[src/rtl/a2_bridge_arbiter_if.sv]
// Requester handshake, response, idle-sample and bridge-pin bundle for a2_bridge_arbiter.
// slave: the arbiter itself; master: requesters plus the bridge pad side.
// Widths track NUM_REQ; requester k owns sel bits [3k+2:3k] and wdata bits [8k+7:8k].
interface a2_bridge_arbiter_if #(
  parameter int NUM_REQ = 3
);
  logic [NUM_REQ-1:0]   req_valid_i;
  logic [NUM_REQ-1:0]   req_write_i;
  logic [3*NUM_REQ-1:0] req_sel_i;
  logic [8*NUM_REQ-1:0] req_wdata_i;
  logic [NUM_REQ-1:0]   req_ready_o;
  logic [NUM_REQ-1:0]   rsp_valid_o;
  logic [7:0]           rsp_rdata_o;
  logic [7:0]           idle_data_o;
  logic                 idle_data_valid_o;
  logic                 busy_o;
  logic [2:0]           a2_bridge_sel_o;
  logic                 a2_bridge_rd_n_o;
  logic                 a2_bridge_wr_n_o;
  logic [7:0]           a2_bridge_d_o;
  logic                 a2_bridge_d_oe_o;
  logic [7:0]           a2_bridge_d_i;

  modport slave (
    input  req_valid_i, req_write_i, req_sel_i, req_wdata_i, a2_bridge_d_i,
    output req_ready_o, rsp_valid_o, rsp_rdata_o, idle_data_o, idle_data_valid_o,
           busy_o, a2_bridge_sel_o, a2_bridge_rd_n_o, a2_bridge_wr_n_o,
           a2_bridge_d_o, a2_bridge_d_oe_o
  );

  modport master (
    output req_valid_i, req_write_i, req_sel_i, req_wdata_i, a2_bridge_d_i,
    input  req_ready_o, rsp_valid_o, rsp_rdata_o, idle_data_o, idle_data_valid_o,
           busy_o, a2_bridge_sel_o, a2_bridge_rd_n_o, a2_bridge_wr_n_o,
           a2_bridge_d_o, a2_bridge_d_oe_o
  );
endinterface

[src/rtl/a2_bridge_arbiter.sv]
// Fixed-priority sharer of the A2N20v2 8-bit bridge port; parks on IDLE_SEL and samples it when idle.
// Latency: read rsp at grant+RD_SETUP_CYCLES+1, write rsp at grant+WR_SETUP+WR_PULSE+2; all bridge pins registered.
// Backpressure: req_ready_o only in IDLE (and out of reset); requesters hold valid and payload until ready.
module a2_bridge_arbiter #(
  parameter int         NUM_REQ         = 3,
  parameter int         RD_SETUP_CYCLES = 1,
  parameter int         WR_SETUP_CYCLES = 1,
  parameter int         WR_PULSE_CYCLES = 1,
  parameter logic [2:0] IDLE_SEL        = 3'd0
) (
  input  logic                clk_logic_i,
  input  logic                device_reset_n_i,
  a2_bridge_arbiter_if.slave  bus
);

  localparam int IW      = (NUM_REQ > 1) ? $clog2(NUM_REQ) : 1;
  localparam int MAX_RW  = (RD_SETUP_CYCLES > WR_SETUP_CYCLES) ? RD_SETUP_CYCLES : WR_SETUP_CYCLES;
  localparam int MAX_CYC = (MAX_RW > WR_PULSE_CYCLES) ? MAX_RW : WR_PULSE_CYCLES;
  localparam int CW      = ($clog2(MAX_CYC) > 3) ? $clog2(MAX_CYC) : 3;

  typedef enum logic [2:0] {
    ST_IDLE,
    ST_RD_SETUP,
    ST_WR_SETUP,
    ST_WR_PULSE,
    ST_WR_HOLD
  } state_t;

  state_t              r_state;
  logic [CW-1:0]       r_cnt;
  logic [IW-1:0]       r_idx;
  logic                r_prev_idle;
  logic [2:0]          r_sel;
  logic                r_rd_n;
  logic                r_wr_n;
  logic [7:0]          r_d_o;
  logic                r_d_oe;
  logic [NUM_REQ-1:0]  r_rsp_valid;
  logic [7:0]          r_rsp_rdata;
  logic [7:0]          r_idle_data;
  logic                r_idle_vld;

  logic                w_any;
  logic [IW-1:0]       w_idx;
  logic                w_write;
  logic [2:0]          w_sel;
  logic [7:0]          w_wdata;
  logic [NUM_REQ-1:0]  w_grant;

  // Pick the lowest-index pending requester; scanning downward lets the lowest index win.
  always_comb begin
    w_any = 1'b0;
    w_idx = '0;
    for (int k = NUM_REQ - 1; k >= 0; k--) begin
      if (bus.req_valid_i[k]) begin
        w_any = 1'b1;
        w_idx = IW'(k);
      end
    end
  end

  assign w_write = bus.req_write_i[w_idx];
  assign w_sel   = bus.req_sel_i[3*int'(w_idx) +: 3];
  assign w_wdata = bus.req_wdata_i[8*int'(w_idx) +: 8];

  // Ready is withheld during reset so a handshake can never be lost to the reset edge.
  assign w_grant = (r_state == ST_IDLE && device_reset_n_i && w_any) ? (NUM_REQ'(1) << w_idx) : '0;

  // Sequencer: state, timing counter and every registered bridge/response output.
  always_ff @(posedge clk_logic_i) begin
    if (!device_reset_n_i) begin
      r_state     <= ST_IDLE;
      r_cnt       <= '0;
      r_idx       <= '0;
      r_prev_idle <= 1'b0;
      r_sel       <= IDLE_SEL;
      r_rd_n      <= 1'b1;
      r_wr_n      <= 1'b1;
      r_d_o       <= 8'h00;
      r_d_oe      <= 1'b0;
      r_rsp_valid <= '0;
      r_rsp_rdata <= 8'h00;
      r_idle_data <= 8'hFF;
      r_idle_vld  <= 1'b0;
    end else begin
      r_rsp_valid <= '0;
      r_idle_vld  <= 1'b0;
      r_prev_idle <= (r_state == ST_IDLE);
      case (r_state)
        ST_IDLE: begin
          // The first idle cycle only lets the parked select settle; sample from the second on.
          if (r_prev_idle) begin
            r_idle_data <= bus.a2_bridge_d_i;
            r_idle_vld  <= 1'b1;
          end
          if (w_any) begin
            r_idx <= w_idx;
            r_sel <= w_sel;
            if (w_write) begin
              r_state <= ST_WR_SETUP;
              r_cnt   <= CW'(WR_SETUP_CYCLES - 1);
              r_d_o   <= w_wdata;
              r_d_oe  <= 1'b1;
              r_rd_n  <= 1'b1;
              r_wr_n  <= 1'b1;
            end else begin
              r_state <= ST_RD_SETUP;
              r_cnt   <= CW'(RD_SETUP_CYCLES - 1);
              r_d_oe  <= 1'b0;
              r_rd_n  <= 1'b0;
              r_wr_n  <= 1'b1;
            end
          end else begin
            r_sel  <= IDLE_SEL;
            r_rd_n <= 1'b0;
            r_wr_n <= 1'b1;
            r_d_oe <= 1'b0;
          end
        end
        ST_RD_SETUP: begin
          if (r_cnt == '0) begin
            r_rsp_rdata <= bus.a2_bridge_d_i;
            r_rsp_valid <= NUM_REQ'(1) << r_idx;
            r_state     <= ST_IDLE;
            r_sel       <= IDLE_SEL;
            r_rd_n      <= 1'b0;
          end else begin
            r_cnt <= r_cnt - 1'b1;
          end
        end
        ST_WR_SETUP: begin
          if (r_cnt == '0) begin
            r_state <= ST_WR_PULSE;
            r_cnt   <= CW'(WR_PULSE_CYCLES - 1);
            r_wr_n  <= 1'b0;
          end else begin
            r_cnt <= r_cnt - 1'b1;
          end
        end
        ST_WR_PULSE: begin
          if (r_cnt == '0) begin
            r_state <= ST_WR_HOLD;
            r_wr_n  <= 1'b1;
          end else begin
            r_cnt <= r_cnt - 1'b1;
          end
        end
        ST_WR_HOLD: begin
          // Release the bus and return to parking; rd_n and oe change on the same edge.
          r_state     <= ST_IDLE;
          r_rsp_valid <= NUM_REQ'(1) << r_idx;
          r_d_oe      <= 1'b0;
          r_sel       <= IDLE_SEL;
          r_rd_n      <= 1'b0;
        end
        default: begin
          r_state <= ST_IDLE;
        end
      endcase
    end
  end

  assign bus.req_ready_o       = w_grant;
  assign bus.rsp_valid_o       = r_rsp_valid;
  assign bus.rsp_rdata_o       = r_rsp_rdata;
  assign bus.idle_data_o       = r_idle_data;
  assign bus.idle_data_valid_o = r_idle_vld;
  assign bus.busy_o            = (r_state != ST_IDLE);
  assign bus.a2_bridge_sel_o   = r_sel;
  assign bus.a2_bridge_rd_n_o  = r_rd_n;
  assign bus.a2_bridge_wr_n_o  = r_wr_n;
  assign bus.a2_bridge_d_o     = r_d_o;
  assign bus.a2_bridge_d_oe_o  = r_d_oe;

endmodule

[src/flat_wrapper.sv]
// flat-port wrapper written by rule: the top's interface ports become plain ports
module a2_bridge_arbiter_flat 
#(
  parameter int         NUM_REQ         = 3,
  parameter int         RD_SETUP_CYCLES = 1,
  parameter int         WR_SETUP_CYCLES = 1,
  parameter int         WR_PULSE_CYCLES = 1,
  parameter logic [2:0] IDLE_SEL        = 3'd0
)
  (clk_logic_i, device_reset_n_i, bus_req_valid_i, bus_req_write_i, bus_req_sel_i, bus_req_wdata_i, bus_a2_bridge_d_i, bus_req_ready_o, bus_rsp_valid_o, bus_rsp_rdata_o, bus_idle_data_o, bus_idle_data_valid_o, bus_busy_o, bus_a2_bridge_sel_o, bus_a2_bridge_rd_n_o, bus_a2_bridge_wr_n_o, bus_a2_bridge_d_o, bus_a2_bridge_d_oe_o);
  a2_bridge_arbiter_if #(.NUM_REQ(NUM_REQ)) bus_i ();
  input  logic clk_logic_i;
  input  logic device_reset_n_i;
  input wire logic [$bits(bus_i.req_valid_i)-1:0] bus_req_valid_i;
  input wire logic [$bits(bus_i.req_write_i)-1:0] bus_req_write_i;
  input wire logic [$bits(bus_i.req_sel_i)-1:0] bus_req_sel_i;
  input wire logic [$bits(bus_i.req_wdata_i)-1:0] bus_req_wdata_i;
  input wire logic [$bits(bus_i.a2_bridge_d_i)-1:0] bus_a2_bridge_d_i;
  output wire logic [$bits(bus_i.req_ready_o)-1:0] bus_req_ready_o;
  output wire logic [$bits(bus_i.rsp_valid_o)-1:0] bus_rsp_valid_o;
  output wire logic [$bits(bus_i.rsp_rdata_o)-1:0] bus_rsp_rdata_o;
  output wire logic [$bits(bus_i.idle_data_o)-1:0] bus_idle_data_o;
  output wire logic [$bits(bus_i.idle_data_valid_o)-1:0] bus_idle_data_valid_o;
  output wire logic [$bits(bus_i.busy_o)-1:0] bus_busy_o;
  output wire logic [$bits(bus_i.a2_bridge_sel_o)-1:0] bus_a2_bridge_sel_o;
  output wire logic [$bits(bus_i.a2_bridge_rd_n_o)-1:0] bus_a2_bridge_rd_n_o;
  output wire logic [$bits(bus_i.a2_bridge_wr_n_o)-1:0] bus_a2_bridge_wr_n_o;
  output wire logic [$bits(bus_i.a2_bridge_d_o)-1:0] bus_a2_bridge_d_o;
  output wire logic [$bits(bus_i.a2_bridge_d_oe_o)-1:0] bus_a2_bridge_d_oe_o;
  assign bus_i.req_valid_i = bus_req_valid_i;
  assign bus_i.req_write_i = bus_req_write_i;
  assign bus_i.req_sel_i = bus_req_sel_i;
  assign bus_i.req_wdata_i = bus_req_wdata_i;
  assign bus_i.a2_bridge_d_i = bus_a2_bridge_d_i;
  assign bus_req_ready_o = bus_i.req_ready_o;
  assign bus_rsp_valid_o = bus_i.rsp_valid_o;
  assign bus_rsp_rdata_o = bus_i.rsp_rdata_o;
  assign bus_idle_data_o = bus_i.idle_data_o;
  assign bus_idle_data_valid_o = bus_i.idle_data_valid_o;
  assign bus_busy_o = bus_i.busy_o;
  assign bus_a2_bridge_sel_o = bus_i.a2_bridge_sel_o;
  assign bus_a2_bridge_rd_n_o = bus_i.a2_bridge_rd_n_o;
  assign bus_a2_bridge_wr_n_o = bus_i.a2_bridge_wr_n_o;
  assign bus_a2_bridge_d_o = bus_i.a2_bridge_d_o;
  assign bus_a2_bridge_d_oe_o = bus_i.a2_bridge_d_oe_o;
  a2_bridge_arbiter #(.NUM_REQ(NUM_REQ), .RD_SETUP_CYCLES(RD_SETUP_CYCLES), .WR_SETUP_CYCLES(WR_SETUP_CYCLES), .WR_PULSE_CYCLES(WR_PULSE_CYCLES), .IDLE_SEL(IDLE_SEL)) u_core (.clk_logic_i(clk_logic_i), .device_reset_n_i(device_reset_n_i), .bus(bus_i));
endmodule
[config.mk]
export PLATFORM = sky130hd
export DESIGN_NAME = a2_bridge_arbiter_flat
export DESIGN_NICKNAME = d
export VERILOG_FILES = /design/src/rtl/a2_bridge_arbiter_if.sv /design/src/rtl/a2_bridge_arbiter.sv /design/src/flat_wrapper.sv
export SDC_FILE = /design/constraint.sdc
export NUM_CORES = 1
export LEC_CHECK = 0
export ABC_AREA = 1
export BUFFER_PORTS_ARGS = -buffer_cell sky130_fd_sc_hd__buf_2
export CAP_MARGIN = 10
export CORE_ASPECT_RATIO = 1.5
export CORE_MARGIN = 2
export CORE_UTILIZATION = 53
export CTS_BUF_LIST = sky130_fd_sc_hd__clkbuf_4
export DETAILED_ROUTE_END_ITERATION = 8
export PLACE_DENSITY = 0.87
export SYNTH_ARGS = -nofsm -noshare
export SYNTH_HDL_FRONTEND = slang
export SYNTH_SLANG_ARGS = --single-unit
[constraint.sdc]
create_clock -name clk_logic_i -period 2.3 [get_ports clk_logic_i]
set_clock_uncertainty 0.2 [all_clocks]
set_input_delay 0.46 -clock clk_logic_i [delete_from_list [all_inputs] [get_ports clk_logic_i]]
set_output_delay 0.46 -clock clk_logic_i [all_outputs]
set_load 0.02 [all_outputs]
==> results.py <==
metrics = {
    "clock_tree": {
        "clk_pin_slew_worst_paths_ns": 0.12,
        "hold_buffers": 0,
        "root_buffer": "clkbuf_4",
        "cts.sinks": 43,
        "cts-buffers-inserted": 5,
        "post-cts-setup-buffers": 0,
        "clock_latency_ns": 0.36,
        "htreeDepth": 2,
        "cts_tree": "built",
        "cts.path.max_buffers": 2,
    },
    "pwr": {
        "power_density_mw_per_mm2": 1070,
        "leakage_nw": 1.39,
        "ir_drop_uv": 655,
        "power_mw": 2.81,
    },
    "sta": {
        "period_share": 0.929,
        "period_needed_ns": 2.14,
        "postLayoutSetupSlackWorst_ns": 0.163,
        "rsz0062_at_grt": "no",
        "worst_pin_slew_ns": 0.419,
        "drv_slew": 0,
        "fmax_ghz": 0.468,
        "fin_tns_setup_ns": 0,
        "timing_hold_violations_final": 0,
        "setup_viol": 0,
        "slew_headroom": 0.720,
    },
    "worst_setup_path": {
        "critPathLaunchType": "flip-flop",
        "critical_path_class": "flip-flop to output port",
        "critPathRequiredTime_ns": 1.64,
        "crit_fanout": 6,
        "cp.arrival_ns": 1.48,
        "end_kind": "output port",
    },
    "floorplan": {
        "die_h_microns": 81.4,
        "core_area_sq_mm": 0.00389,
        "initial_core_util": 0.544,
        "dieArea_sq_mm": 0.00453,
        "pin_count": 87,
        "dieWidth_microns": 55.6,
        "rows": 28,
    },
    "route": {
        "ant_nets": 0,
        "wl_per_cell_microns": 12.3,
        "wl_mm": 5.26,
        "drt_pre_antenna_iters": 4,
        "viasPerCell": 5.13,
        "drcViolationCount": 0,
        "vias": 2200,
        "first_iter_violations": 142,
    },
    "synthesis": {
        "synth.avg_cell_area_sq_um": 7.08,
        "yosysWarnings": 0,
        "synthArstFlopShare": 0,
        "ys_top_cells_by_count": "78 x nand2_1, 44 x nor2_1, 43 x dfxtp_1, 30 x nand3_1, 22 x inv_1",
        "ys_types": 28,
        "netlist.area_leader.share": 0.407,
        "synth_seq_cells": 43,
        "synth_most_common_cell": "nand2_1",
        "seq_area_frac_synth": 0.407,
        "synthCells": 299,
        "synth_edf_count": 0,
        "yosysTopAreaCell": "dfxtp_1",
        "syn_area_sq_mm": 0.00212,
        "synth_area_leaders": "dfxtp_1 41%, nand2_1 14%, nor2_1 7.8%",
        "ys_dominant_reg_cell": "dfxtp_1",
        "syn_nets": 350,
    },
    "placement": {
        "pre_cts_ws_ns": 0.357,
        "gp_congestion": 0.909,
        "port_buffers": 86,
        "dp_hpwl_mm": 3.95,
    },
    "min_path": {
        "hold_class": "input port to flip-flop",
    },
    "cells_and_area": {
        "layout-drive-gt1-share": 0.341,
        "fin_nets": 435,
        "antenna_cells": 0,
        "utilization": 0.672,
        "area_delta_synth_final_pct": 23.4,
        "nFillCells": 341,
    },
    "grt": {
        "grt_first_pass_wirelength_mm": 8.46,
        "grt_antenna_before_repair": 0,
        "grt_max_degree": 23,
        "overflow": 0,
        "grt.total_usage": 0.233,
        "grt_pass1_vias": 2014,
    },
    "outcome": {
        "status": "finished, final reports clean",
    },
    "run": {
        "cap_violations": 0,
    },
}
==> worst max-delay path, cell delays in order (launching register included) <==
cell,delay [ns]
dfxtp_1,0.39
nor2_4,0.16
nand2_4,0.09
inv_2,0.09
nand2_2,0.10
nor2_1,0.12
buf_2,0.18
==> repair_timing <==
action,CTS,global route
gates resized for setup,0,2
hold endpoints to repair,0,0
setup endpoints to repair,0,2
==> cell type report <==
class	count	area [sq um]	share of cell area
Clock buffer	5	37.5	0.0144
Multi-Input combinational cell	216	1080	0.414
Inverter	29	110	0.0421
Clock inverter	2	13.8	0.00527
Timing Repair Buffer	89	453	0.173
Tap cell	45	56.3	0.0216
Sequential cell	43	861	0.330
==> per-stage QoR <==
step                std cells  hold WS, ns  area (sq um)
floorplan                 299        0.240          2120
global placement          422        0.250          2560
detailed placement        422        0.255          2560
CTS                       429        0.105          2610
global route              429        0.112          2610
finish                    429        0.113          2610
==> sequential cells by signal, indices dropped and copies added (netlist names), 2 cells and up <==
name	cells
u_core.r_idx	2
u_core.bus.rsp_rdata_o	8
u_core.r_cnt	3
u_core.bus.a2_bridge_sel_o	3
u_core.bus.rsp_valid_o	3
u_core.bus.a2_bridge_d_o	8
u_core.r_state	3
u_core.bus.idle_data_o	8
==> final timing paths <==
kind,cells past startpoint,slack [ns],start,to
worst min-delay path,3,0.11,bus_a2_bridge_d_i[5],u_core.bus.idle_data_o[5]
worst max-delay path,6,0.16,u_core.r_state[2],bus_req_ready_o[0]
worst min register to register,2,0.28,u_core.bus.a2_bridge_sel_o[2],u_core.bus.a2_bridge_sel_o[2]
worst max register to register,9,0.59,u_core.r_cnt[0],u_core.r_cnt[1]
==> kinds of logic (layout without fill, tap and decap cells) <==
| family | Yosys count | count (layout) | synth area share |
|---|---|---|---|
| compound gates | 33 | 33 | 0.0904 |
| xor+xnor | 1 | 1 | 0.00414 |
| fa+ha+maj | 2 | 2 | 0.0118 |
| buf+inv | 40 | 125 | 0.0851 |
| flops | 43 | 43 | 0.407 |
| simple gates | 180 | 180 | 0.402 |
==> power by group <==
group | internal, mW | switching, mW | total [mW]
Sequential | 0.958 | 0.114 | 1.07
Clock | 0.114 | 0.251 | 0.365
Combinational | 0.451 | 0.918 | 1.37
Total | 1.52 | 1.28 | 2.81
==> cells in the final DEF (no fill, tap or decap), types with 3 or more instances in the layout <==
cell	synthesis	layout
clkbuf_4	0	5
a21oi_1	7	7
dfxtp_1	43	43
nor3_1	3	3
nand2_1	78	77
nand3_1	30	30
buf_4	0	3
nor2_4	4	4
buf_2	4	86
o21ai_0	11	11
nand2_2	4	5
inv_1	22	22
nor2_1	44	43
nor2_2	10	11
o211ai_1	4	4
a31oi_1	8	8
inv_2	6	6
==> routing by layer <==
metal | track usage | vias to the layer above | routed length, microns
li1 | - | 1130 | -
met1 | 0.253 | 969 | 2090
met2 | 0.438 | 92 | 2650
met3 | 0.0414 | 9 | 413
met4 | 0.100 | 0 | 103
met5 | 0 | - | 0
Note: power is estimated with default switching activity, not from simulation.
